[config.mk]
export PLATFORM = sky130hd
export DESIGN_NAME = adpll_loop_filter
export DESIGN_NICKNAME = d
export VERILOG_FILES = /design/src/rtl/adpll_loop_filter.sv
export SDC_FILE = /design/constraint.sdc
export NUM_CORES = 1
export LEC_CHECK = 0
export BUFFER_PORTS_ARGS = -buffer_cell sky130_fd_sc_hd__buf_2
export CAP_MARGIN = 10
export CORE_ASPECT_RATIO = 0.5
export CORE_MARGIN = 2
export CORE_UTILIZATION = 50
export DETAILED_ROUTE_END_ITERATION = 10
export GPL_TIMING_DRIVEN = 0
export PLACE_DENSITY = 0.71
export SETUP_SLACK_MARGIN = 0.4
export SYNTH_ARGS = -nofsm -noshare
export SYNTH_HDL_FRONTEND = slang
export SYNTH_SLANG_ARGS = --single-unit
[constraint.sdc]
create_clock -name fpga_clk_i -period 3.7 [get_ports fpga_clk_i]
set_input_delay 0.74 -clock fpga_clk_i [delete_from_list [all_inputs] [get_ports fpga_clk_i]]
set_output_delay 0.74 -clock fpga_clk_i [all_outputs]
set_load 0.05 [all_outputs]
[src/rtl/adpll_loop_filter.sv]
// rtl/adpll_loop_filter.sv - PI loop filter turning phase-detector counts into a saturated DCO control word.
// Optional lock detector enabled by defining ADPLL_LOOP_FILTER_LOCK_DETECT_EN.
module adpll_loop_filter #(
  parameter int PD_WIDTH    = 5,
  parameter int CTRL_WIDTH  = 10,
  parameter int ACC_WIDTH   = 16,
  parameter int KP_SHIFT    = 2,
  parameter int KI_SHIFT    = 3,
  parameter int CTRL_CENTER = 512,
  parameter int LOCK_THRESH = 1,
  parameter int LOCK_COUNT  = 8
) (
  input  logic                  fpga_clk_i,
  input  logic                  reset_n_i,
  input  logic [PD_WIDTH-1:0]   pd_clock_cycles_i,
  input  logic                  pd_sign_i,
  input  logic                  pd_valid_i,
  input  logic                  hold_i,
  output logic [CTRL_WIDTH-1:0] ctrl_o,
  output logic                  ctrl_valid_o,
  output logic                  overrun_o,
  output logic                  locked_o
);

  localparam logic [1:0] S_IDLE   = 2'd0;
  localparam logic [1:0] S_INTEG  = 2'd1;
  localparam logic [1:0] S_OUTPUT = 2'd2;

  // Wide enough that centre + P + I can never wrap before the clamp.
  localparam int SUM_W = ACC_WIDTH + KP_SHIFT + CTRL_WIDTH + 2;

  logic [1:0]                  r_state;
  logic signed [ACC_WIDTH-1:0] r_e;
  logic signed [ACC_WIDTH-1:0] r_integ;
  logic                        r_hold;
  logic [CTRL_WIDTH-1:0]       r_ctrl;
  logic                        r_ctrl_valid;
  logic                        r_overrun;

  logic signed [ACC_WIDTH-1:0] w_mag_ext;
  logic signed [ACC_WIDTH-1:0] w_e_new;
  logic signed [ACC_WIDTH:0]   w_acc_sum;
  logic signed [ACC_WIDTH-1:0] w_integ_next;
  logic signed [SUM_W-1:0]     w_p;
  logic signed [ACC_WIDTH-1:0] w_i_acc;
  logic signed [SUM_W-1:0]     w_sum;
  logic [CTRL_WIDTH-1:0]       w_ctrl_next;

  assign w_mag_ext = $signed({{(ACC_WIDTH-PD_WIDTH){1'b0}}, pd_clock_cycles_i});
  assign w_e_new   = pd_sign_i ? w_mag_ext : -w_mag_ext;
  assign w_acc_sum = {r_integ[ACC_WIDTH-1], r_integ} + {r_e[ACC_WIDTH-1], r_e};

  always_comb begin
    w_integ_next = w_acc_sum[ACC_WIDTH-1:0];
    if (w_acc_sum[ACC_WIDTH] != w_acc_sum[ACC_WIDTH-1]) begin
      w_integ_next = w_acc_sum[ACC_WIDTH] ? {1'b1, {(ACC_WIDTH-1){1'b0}}}
                                          : {1'b0, {(ACC_WIDTH-1){1'b1}}};
    end
  end

  assign w_p     = {{(SUM_W-ACC_WIDTH){r_e[ACC_WIDTH-1]}}, r_e} <<< KP_SHIFT;
  assign w_i_acc = r_integ >>> KI_SHIFT;
  assign w_sum   = SUM_W'(CTRL_CENTER) + w_p
                 + {{(SUM_W-ACC_WIDTH){w_i_acc[ACC_WIDTH-1]}}, w_i_acc};

  always_comb begin
    w_ctrl_next = w_sum[CTRL_WIDTH-1:0];
    if (w_sum[SUM_W-1]) begin
      w_ctrl_next = '0;
    end else if (|w_sum[SUM_W-2:CTRL_WIDTH]) begin
      w_ctrl_next = '1;
    end
  end

  always_ff @(posedge fpga_clk_i or negedge reset_n_i) begin
    if (!reset_n_i) begin
      r_state      <= S_IDLE;
      r_e          <= '0;
      r_integ      <= '0;
      r_hold       <= 1'b0;
      r_ctrl       <= CTRL_WIDTH'(CTRL_CENTER);
      r_ctrl_valid <= 1'b0;
      r_overrun    <= 1'b0;
    end else begin
      r_ctrl_valid <= 1'b0;
      case (r_state)
        S_IDLE: begin
          if (pd_valid_i) begin
            r_e     <= w_e_new;
            r_hold  <= hold_i;
            r_state <= S_INTEG;
          end
        end
        S_INTEG: begin
          if (!r_hold) begin
            r_integ <= w_integ_next;
          end
          r_state <= S_OUTPUT;
        end
        S_OUTPUT: begin
          r_ctrl       <= w_ctrl_next;
          r_ctrl_valid <= 1'b1;
          r_state      <= S_IDLE;
        end
        default: r_state <= S_IDLE;
      endcase
      // Strobes landing mid-computation are dropped, never queued.
      if (pd_valid_i && (r_state != S_IDLE)) begin
        r_overrun <= 1'b1;
      end
    end
  end

`ifdef ADPLL_LOOP_FILTER_LOCK_DETECT_EN
  localparam int LC_W = $clog2(LOCK_COUNT + 1);

  logic [LC_W-1:0] r_lock_cnt;
  logic            r_in_thresh;
  logic            r_locked;
  logic [LC_W-1:0] w_lock_cnt_next;

  always_comb begin
    w_lock_cnt_next = r_lock_cnt + 1'b1;
    if (!r_in_thresh) begin
      w_lock_cnt_next = '0;
    end else if (r_lock_cnt == LC_W'(LOCK_COUNT)) begin
      w_lock_cnt_next = r_lock_cnt;
    end
  end

  // Lock state changes together with the ctrl_valid_o strobe.
  always_ff @(posedge fpga_clk_i or negedge reset_n_i) begin
    if (!reset_n_i) begin
      r_lock_cnt  <= '0;
      r_in_thresh <= 1'b0;
      r_locked    <= 1'b0;
    end else begin
      if ((r_state == S_IDLE) && pd_valid_i) begin
        r_in_thresh <= (pd_clock_cycles_i <= PD_WIDTH'(LOCK_THRESH));
      end
      if (r_state == S_OUTPUT) begin
        r_lock_cnt <= w_lock_cnt_next;
        r_locked   <= (w_lock_cnt_next == LC_W'(LOCK_COUNT));
      end
    end
  end

  assign locked_o = r_locked;
`else
  assign locked_o = 1'b0;
`endif

  assign ctrl_o       = r_ctrl;
  assign ctrl_valid_o = r_ctrl_valid;
  assign overrun_o    = r_overrun;

endmodule
---- After elaboration in Yosys (flattened, before gate mapping) ----
Index checks and enable logic that the tools add are counted.
word-level totals
  register bits after elaboration ......... 47
  logic and storage cells ................. 30
  input port bits ......................... 10
  output and inout port bits .............. 13
operators by class
  reduce and logical (&&, ||, !) cells .... 6
  equality and inequality tests ........... 4
  $add $sub $neg .......................... 4
  muxes and demuxes ....................... 8
  bitwise gates (word level) .............. 1
operators with widths
  kind                                                                   number
  16-bit 2-to-1 mux                                                      3
  19-bit by 13-bit adder with 20-bit output                              1
  10-bit 2-to-1 mux                                                      2
  11-bit by 18-bit adder with 19-bit output, first input constant        1
  19-bit OR reduction                                                    1
  16-bit by 16-bit adder with 17-bit output                              1
  5-bit negator with 16-bit output                                       1
  2-bit case mux with 2 select lines                                     1
  2-bit AND reduction                                                    2
  2-bit by 1-bit equality test with 1-bit output, second input constant  1
  2-bit equality test, second input constant                             1
  2-bit zero test                                                        1
  2-bit 2-to-1 mux                                                       1
  2-bit inequality test, second input constant                           1
  2-bit nonzero test                                                     1
  1-bit logical AND                                                      1
  1-bit 2-to-1 mux                                                       1
  1-bit inequality test                                                  1
  1-bit inverter                                                         1

---- Longest topological paths before layout ----
Gate-level depths: netlist of the first run.
  depth after elaboration ................. 5
  mapped depth ............................ 13

---- Least setup slack after synthesis of the first run ----
Ideal clock, no wire load.
  path kind ............................... reg2reg
  from .................................... register r_e[1]
  to ...................................... register r_ctrl[5] (netlist: ctrl_o[5])
  stages on the path, launching flop included .. 13
  library setup time ...................... 0.126 ns
  data arrival time ....................... 3.451 ns
  path slack .............................. 0.123 ns
  period minus slack after synthesis ...... 3.577 ns
  cell sequence ........................... dfrtp_1 -> ha_1 -> ha_1 -> fa_1 -> a211oi_2 -> o21ai_2 -> a211oi_2 -> xor2_1 -> a22oi_1 -> or4_1 -> o41a_1 -> buf_6 -> a221o_1
between the ends
  longest elaborated chain between the ends .. 5
ends and longest elaborated chain
  element                                        line  source
  start, declared                                33    logic signed [ACC_WIDTH-1:0] r_e;
  start signal, assigned                         89    r_e <= w_e_new;
  11-bit by 18-bit adder with 19-bit output (*)  63    assign w_sum = SUM_W'(CTRL_CENTER) + w_p
  19-bit by 13-bit adder with 20-bit output (*)  64    + {{(SUM_W-ACC_WIDTH){w_i_acc[ACC_WIDTH-1]}}, w_i_acc};
  19-bit OR reduction                            70    end else if (|w_sum[SUM_W-2:CTRL_WIDTH]) begin
  10-bit 2-to-1 mux                              70
  10-bit 2-to-1 mux (*)                          68    if (w_sum[SUM_W-1]) begin
  end signal, assigned                           81    r_ctrl <= CTRL_WIDTH'(CTRL_CENTER);
  end signal, assigned                           101   r_ctrl <= w_ctrl_next;
  end, declared                                  36    logic [CTRL_WIDTH-1:0] r_ctrl;
Mark *: on every way between the ends. The rest lies on a longest branch, timed or not.
A chain may end at the register's enable or synchronous reset.

---- Worst setup path in the final report of the first run ----
  from .................................... register r_e[12]
  to ...................................... register r_ctrl[4] (netlist: ctrl_o[4])
The elaborated chain is that of the path after synthesis.

==> flow_metrics.tcl, run 1 <==
set metrics [dict create \
    outcome "finished clean" \
    fmax_ghz 0.284 \
    use_met3_pct 3.22 \
    cts-root-buf "clkbuf_16" \
    fin_setup_tns_ps 0 \
    hold_path_class "reg2reg" \
    period_share_pct 95.3 \
    start_kind "register" \
    synth.most_common_cell "nand2_1" \
    avgSynthCellArea_um2 8.68 \
    remaining_drc_errors 0 \
    grt_use_met1_pct 31.4 \
    grt_pass1_wl_um 13900 \
    diodes 0 \
    top_level_ports 23 \
    setup_viol_count_final 0 \
    initial_core_util_pct 51.2 \
    synthesis.nets 448 \
    cp.arrival_ps 3690 \
    drt_iter0_drc 218 \
    synth-main-ff-cell "dfrtp_1" \
    layout-drive-gt1-share_pct 15.1 \
    numCtsBuffers 5 \
    yosys_warnings 0 \
    drtPass1Iterations 4 \
    synth_edf_count 0 \
    synth_area_leader_cell "dfrtp_1" \
    clock-sinks 40 \
    io_buffers 20 \
    cts_tree "built" \
    maxCapViolCount 0 \
    tightestPinTransition_ps 875 \
    die-width_um 120 \
    grt.total_usage_pct 22.8 \
    finalHoldViolations 0 \
    gp_congestion 0.868 \
    viasPerCell 5.91 \
    syn_to_final_growth_pct 15.0 \
    hpwl_um 6180 \
    grt.met2_usage_pct 38.3 \
    clk_path_buf_depth 2 \
    seq_area_frac_synth_pct 29.6 \
    htree_levels 2 \
    clock_latency_ps 280 \
    end_kind "register" \
    antenna_found_initial 0 \
    routed_wl_um 8030 \
    ff2ff_setup_slack_ps 170 \
    synth_top_area_share_pct 28.8 \
    pre_cts_ws_ps 85.4 \
    wl_per_cell_um 15.5 \
    synth_seq_cells 40 \
    netlist_instances 390 \
    crit_type "reg2reg" \
    die_y_um 62.2 \
    ant_nets 0 \
    rr_worst_depth 12 \
    busiest_layer "met2" \
    final_nets 482 \
    reg2reg_from "r_e[12]" \
    period_minus_slack_ps 3530 \
    dieArea_um2 7490 \
    synth_cell_types 54 \
    r2r_end "ctrl_o[4]" \
    overflow 0 \
    grt_max_degree 41 \
    fp-row-count 21 \
    setup_ws_ps 174 \
    worst-path-max-fanout 10 \
    grt_pass1_vias 2977 \
    crit_end "ctrl_o[4]" \
    yosys-top-cells-area "dfrtp_1 (29%), ha_1 (17%), nand2_1 (5.5%), o21ai_0 (5.5%), nor2_1 (4.0%)" \
    synthTopCellsByCount "nand2_1 (50), ha_1 (46), dfrtp_1 (39)" \
    design.core.area_um2 6620 \
    timing.slew.headroom_pct 41.7 \
    fin_skew_ps 2.55 \
    synthesis.area_um2 3390 \
    clkTransAtPathRegs_ps 60 \
    cp.required_ps 3860 \
    rsz0062_at_grt "true" \
    synthArstFlopShare_pct 100 \
    startpoint "r_e[12]" \
    dr_total_vias 3056 \
    slew_violations 0 \
]
critical path, cell delays in order, from the launching register on:
cell	delay, ps
dfrtp_1	490
ha_1	340
ha_1	280
clkbuf_1	300
nand3_1	180
nor2_1	140
nand3_1	150
a21oi_1	200
o211ai_1	130
or4_1	420
o41a_1	360
buf_6	160
a221o_1	260
stage by stage:
stage / util, % / instance area [µm²] / instances / hold slack, ps
after detailed placement: 54.8 / 3630 / 502 / 449
after CTS: 58.0 / 3840 / 513 / 467
final: 58.8 / 3890 / 517 / 466
after global placement: 54.8 / 3630 / 502 / 445
after floorplan: - / 3410 / 390 / 437
after global routing: 58.8 / 3890 / 517 / 488
flip-flops by register name (all words and copies together), names as in the netlist:
name          cells
r_e               9
r_hold            1
r_state           2
ctrl_valid_o      1
r_integ          16
overrun_o         1
ctrl_o           10
per-layer routing:
layer  vias to the layer above  wire length, µm
li1                       1478                -
met5                         -                0
met1                      1502             3940
met4                         0               95
met3                        13              294
met2                        63             3700
worst min path at each step:
stage	from	endpoint	slack [ps]	cells after the start
finish	overrun_o	overrun_o	470	1
global route	overrun_o	overrun_o	490	1
CTS	overrun_o	overrun_o	470	1
detailed placement	overrun_o	overrun_o	450	1
global placement	overrun_o	overrun_o	440	1
floorplan	reset_n_i	ctrl_o[0]	440	0
repair_timing:
item / in CTS / in global routing
buffers inserted: 3 / 4
hold buffers: 0 / 0
hold endpoints to repair: 0 / 0
pin swaps: 4 / 6
setup endpoints to repair: 22 / 22
gates resized for setup: 9 / 9
gates cloned: 0 / 0
cells in the final DEF, fill, tap and decap left out, types with 2 or more instances in the layout:
master,instances
nand2_1,50
ha_1,41
dfrtp_1,37
nor2_1,36
o21ai_0,35
a21oi_1,23
buf_2,20
inv_1,15
a21o_1,11
xor2_1,11
xnor2_1,10
a221o_1,10
clkbuf_1,8
buf_4,8
nand3_1,7
mux2i_1,6
nand2b_1,5
a211oi_1,5
o21bai_1,5
o211ai_1,5
clkbuf_16,5
o21a_1,4
a211oi_2,4
clkbuf_2,4
o31ai_1,3
nor3_1,3
nor2b_1,3
maj3_1,3
ha_4,3
nor3b_1,2
and3_1,2
o21ai_1,2
buf_6,2
ha_2,2
clkinvlp_4,2
dfrtp_2,2
cells by family after synthesis:
kind of cell               synth area share, %
xor gates and xnor gates                  5.69
buffers and inverters                     3.88
adders and majority gates                 19.1
muxes                                     1.77
other                                    0.111
AOI/OAI and AO/OA                         25.2
and+or+nand+nor                           14.7
DFF                                       29.6
final cells by class:
class	instances	area, µm²
fillers	604	2730
multi-input cells	320	2330
flip-flops and latches	40	1000
repair buffers	27	153
clock buffers	6	139
well taps	92	115
plain buffers	15	80.1
inverters	15	56.3
clock inverters	2	15.0
Power of run 1 is not shown: default switching activity piles up to over one toggle a cycle in this logic, so the estimate is an artifact.
==> inputs of run 2 (changes only) <==
BUFFER_PORTS_ARGS = -buffer_cell sky130_fd_sc_hd__buf_4   (was -buffer_cell sky130_fd_sc_hd__buf_2)
==> run 2 against run 1 <==
Effect of this change: hold slack worse by 37 ps; count of clock-buffer cells in the layout unchanged; global-route usage is 0.51 points higher; register-to-register slack improved by 50 ps; wire length hardly changed; critical path depth stayed put; non-clock buffer count grew 6; core utilization up 1.5 points.
==> flow_metrics.tcl, run 2 (synthesis results as in run 1) <==
set metrics [dict create \
    placed_cells 502 \
    cp.required_ps 3860 \
    crit_end "ctrl_o[7]" \
    period_minus_slack_ps 3470 \
    layout-drive-gt1-share_pct 17.4 \
    remaining_drc_errors 0 \
    top_level_ports 23 \
    drtPass1Iterations 4 \
    overflow 0 \
    finalNonFillerCells 523 \
    pre_cts_ws_ps 7.55 \
    setup_viol_count_final 0 \
    grt.total_usage_pct 23.3 \
    numCtsBuffers 5 \
    crit_type "reg2reg" \
    fmax_ghz 0.288 \
    wl_per_cell_um 15.3 \
    largest-register "r_integ" \
    rsz0062_at_grt "true" \
    r2r_end "ctrl_o[7]" \
    slew_violations 0 \
    hpwl_um 6190 \
    timing.slew.headroom_pct 61.9 \
    most-common-layout-cells "nand2_1 (50), ha_1 (40), nor2_1 (36), dfrtp_1 (36)" \
    clk_path_buf_depth 2 \
    end_kind "register" \
    reg2reg_from "r_e[11]" \
    ff2ff_setup_slack_ps 230 \
    fin_skew_ps 6.10 \
    fillerInstances 599 \
    outcome "finished clean" \
    routed_wl_um 8030 \
    drt_iter0_drc 190 \
    die_y_um 62.2 \
    die-width_um 120 \
    cts-root-buf "clkbuf_16" \
    diodes 0 \
    start_kind "register" \
    cp.arrival_ps 3630 \
    clock-sinks 40 \
    worst-path-max-fanout 10 \
    startpoint "r_e[11]" \
    cts_tree "built" \
    htree_levels 2 \
    io_buffers 20 \
    dieArea_um2 7490 \
    fp-row-count 21 \
    syn_to_final_growth_pct 18.0 \
    clock_latency_ps 280 \
    fin_setup_tns_ps 0 \
    antenna_found_initial 0 \
    final_nets 488 \
    finalHoldViolations 0 \
    viasPerCell 5.73 \
    clkTransAtPathRegs_ps 60 \
    rr_worst_depth 12 \
    ant_nets 0 \
    tightestPinTransition_ps 567 \
    initial_core_util_pct 51.2 \
    gp_congestion 0.871 \
    maxCapViolCount 0 \
    largest_register_ffs 16 \
    period_share_pct 93.8 \
    hold_path_class "in2async" \
    design.core.area_um2 6620 \
    grt_pass1_vias 2989 \
    dr_total_vias 2996 \
    cts_hold_buf 0 \
    grt_pass1_wl_um 14200 \
    grt_max_degree 41 \
    setup_ws_ps 228 \
    final_common_cell "nand2_1" \
]
-- run 2: cell type report --
type / instances / area (µm²) / share of cell area (%)
sequential: 40 / 1010 / 25.2
clock inverter: 2 / 15.0 / 0.376
tap: 92 / 115 / 2.88
timing repair buffer: 33 / 248 / 6.20
clock buffer: 6 / 139 / 3.48
multi-input combinational: 320 / 2330 / 58.4
buffer: 15 / 82.6 / 2.07
inverter: 15 / 56.3 / 1.41
-- run 2: worst min-delay path by stage --
stage                         endpoint  slack [ps]  cells after the start
after global placement       overrun_o         450                      1
after detailed placement     overrun_o         470                      1
final                        ctrl_o[8]         430                      1
after global routing         ctrl_o[6]         470                      1
after CTS                 ctrl_valid_o         450                      1
after floorplan              ctrl_o[0]         440                      0
-- run 2: what timing repair did --
action,in CTS,in global routing
setup buffers,4,9
setup endpoints to repair,22,22
pin swaps,5,8
gates resized for setup,11,15
-- run 2: metrics by stage --
stage	hold slack, ps	utilization [%]	cell area [µm²]
after floorplan	437	-	3410
after CTS	451	59.0	3910
after detailed placement	466	55.6	3680
after global placement	451	55.6	3680
after global routing	465	60.4	4000
final	429	60.4	4000
-- run 2: routing by layer --
layer	vias to the layer above	track usage, %	part of all wire [%]
met5	-	0	0
met4	0	5.38	0.95
met3	10	3.40	3.2
met2	57	37.4	46
met1	1432	33.5	50
li1	1497	-	-
-- run 2: worst max-delay path, stage by stage (launching register included) --
cell and delay, ps:
dfrtp_2 440, inv_1 90, ha_1 420, ha_1 420
nand3_1 160, nor2_1 160, nand3_1 170, a21oi_1 170
o211ai_1 140, or4_1 410, o41a_1 350, buf_6 150
a221o_1 270
Power of run 2 is left out for the same reason.
==> inputs of run 3 (changes only) <==
--- a/config.mk
+++ b/config.mk
@@ -9,8 +9,11 @@
 export CAP_MARGIN = 10
+export CELL_PAD_IN_SITES_DETAIL_PLACEMENT = 1
+export CELL_PAD_IN_SITES_GLOBAL_PLACEMENT = 1
 export CORE_ASPECT_RATIO = 0.5
 export CORE_MARGIN = 2
-export CORE_UTILIZATION = 50
+export CORE_UTILIZATION = 44
+export CTS_BUF_LIST = sky130_fd_sc_hd__clkbuf_2
 export DETAILED_ROUTE_END_ITERATION = 10
 export GPL_TIMING_DRIVEN = 0
-export PLACE_DENSITY = 0.71
+export PLACE_DENSITY_LB_ADDON = 0.1
 export SETUP_SLACK_MARGIN = 0.4
==> constraint.sdc (replaced) <==
create_clock -name fpga_clk_i -period 3.7 [get_ports fpga_clk_i]
set_input_delay 0.185 -clock fpga_clk_i [delete_from_list [all_inputs] [get_ports fpga_clk_i]]
set_output_delay 0.185 -clock fpga_clk_i [all_outputs]
set_load 0.05 [all_outputs]
==> run 3 against run 2 <==
Effect of this change: worst setup slack got worse by 72 ps; final cell count decreased by 0.19%; hold slack got worse by 400 ps; flip-flop and latch count unchanged; die area increased by 13%; final area decreased by 3.9%; wire length increased by 12%; critical path type unchanged.
==> flow_metrics.tcl, run 3 (synthesis results as in run 1) <==
set metrics [dict create \
    multi_input_area_um2 2310 \
    seq_area_um2 1010 \
    startpoint "r_integ[6]" \
    initial_core_util_pct 45.7 \
    most-common-layout-cells "nand2_1 (50), ha_1 (44), nor2_1 (36), o21ai_0 (36), dfrtp_1 (34)" \
    drtPass1Iterations 4 \
    design.core.area_um2 7400 \
    ant_nets 0 \
    cp.required_ps 4030 \
    grt_max_degree 41 \
    cts-root-buf "clkbuf_2" \
    period_minus_slack_ps 3540 \
    maxCapViolCount 0 \
    period_share_pct 95.8 \
    cts_tree "built" \
    diodes 0 \
    numCtsBuffers 5 \
    die-width_um 128 \
    outcome "finished clean" \
    gp_congestion 0.867 \
    setup_viol_count_final 0 \
    grt_pass1_wl_um 15500 \
    fillerInstances 905 \
    pre_cts_ws_ps -17.9 \
    cp.arrival_ps 3870 \
    worst-path-max-fanout 10 \
    wl_per_cell_um 17.2 \
    layout-drive-gt1-share_pct 14.3 \
    setup_ws_ps 156 \
    final_nets 484 \
    finalHoldViolations 0 \
    end_kind "register" \
    reg2reg_from "r_integ[6]" \
    fin_skew_ps 4.08 \
    start_kind "register" \
    io_buffers 20 \
    syn_to_final_growth_pct 13.4 \
    fp-row-count 22 \
    timing.slew.headroom_pct 60.1 \
    tightestPinTransition_ps 594 \
    grt.total_usage_pct 23.5 \
    min_from "pd_clock_cycles_i[0]" \
    fin_area_um2 3840 \
    overflow 0 \
    dieArea_um2 8460 \
    fmax_ghz 0.282 \
    rsz0062_at_grt "true" \
    clock-sinks 40 \
    viasPerCell 5.85 \
    drt_iter0_drc 94 \
    top_level_ports 23 \
    ff2ff_setup_slack_ps 160 \
    die_y_um 66.0 \
    dpl_cell_area_um2 3680 \
    routed_wl_um 9000 \
    clk_path_buf_depth 2 \
    dr_total_vias 3055 \
    htree_levels 2 \
    grt_pass1_vias 3172 \
    crit_type "reg2reg" \
    final_common_cell "nand2_1" \
    slew_violations 0 \
    antenna_found_initial 0 \
    clkTransAtPathRegs_ps 200 \
    hold_path_class "in2reg" \
    largest_register_ffs 16 \
    largest-register "r_integ" \
    remaining_drc_errors 0 \
    clock_latency_ps 420 \
    hpwl_um 7090 \
]
==> run 3: changes by cell type in the layout (fill, tap and decap cells not counted), moves of 3 or more <==
| cell | delta |
|---|---|
| buf_4 | -7 |
| clkbuf_2 | +5 |
| dlygate4sd3_1 | +3 |
| ha_1 | +4 |
| ha_2 | -3 |
| clkbuf_16 | -5 |
==> run 3: layer usage <==
| layer | wire length [µm] | vias to the layer above | GRT usage, % |
|---|---|---|---|
| li1 | - | 1483 | - |
| met2 | 4190 | 41 | 39.7 |
| met1 | 4450 | 1522 | 32.6 |
| met4 | 76 | 0 | 4.95 |
| met3 | 289 | 9 | 3.07 |
| met5 | 0 | - | 0 |
==> run 3: timing repair <==
action                                  in CTS  in global routing
buffers inserted                             5                  1
hold buffers                                 3                  0
gates resized for setup                     10                  9
pin swaps                                    1                  2
endpoints found under the hold margin       41                  0
endpoints found under the setup margin      22                 22
==> run 3: worst max-delay path, stage by stage, from the launching register on <==
cell and delay (ps):
dfrtp_2 490, ha_4 260, ha_4 170, fa_2 380
a211oi_2 220, o21ai_2 120, a211oi_2 210, xor2_1 180
a22oi_1 110, or4_1 530, o41a_1 350, buf_6 160
a221o_1 260
==> run 3: final timing paths <==
check	depth (start not counted)	to
max	12	ctrl_o[5]
min	3	r_e[0]
max in group asynchronous	2	r_e[1]
max reg2reg	12	ctrl_o[5]
min reg2reg	1	overrun_o
min in group asynchronous	2	r_integ[6]
==> run 3: through the flow <==
step           util [%]  instances  hold WS, ps  TNS (ps)
6_report           51.9        522         28.1         0
3_3_place_gp       49.8        506          187    -0.998
4_1_cts            51.5        521         13.8         0
2_1_floorplan         -        390         -111         0
5_1_grt            51.9        522         23.8         0
3_5_place_dp       49.8        506          206     -26.8
==> run 3: final cells by class <==
type / count / area share, %
Inverter: 15 / 1.47
Clock buffer: 6 / 0.782
Buffer: 15 / 2.18
Multi-Input combinational cell: 320 / 60.2
Clock inverter: 1 / 0.130
Sequential cell: 40 / 26.3
Timing Repair Buffer: 29 / 5.86
Tap cell: 96 / 3.13
Power of run 3 is left out for the same reason.
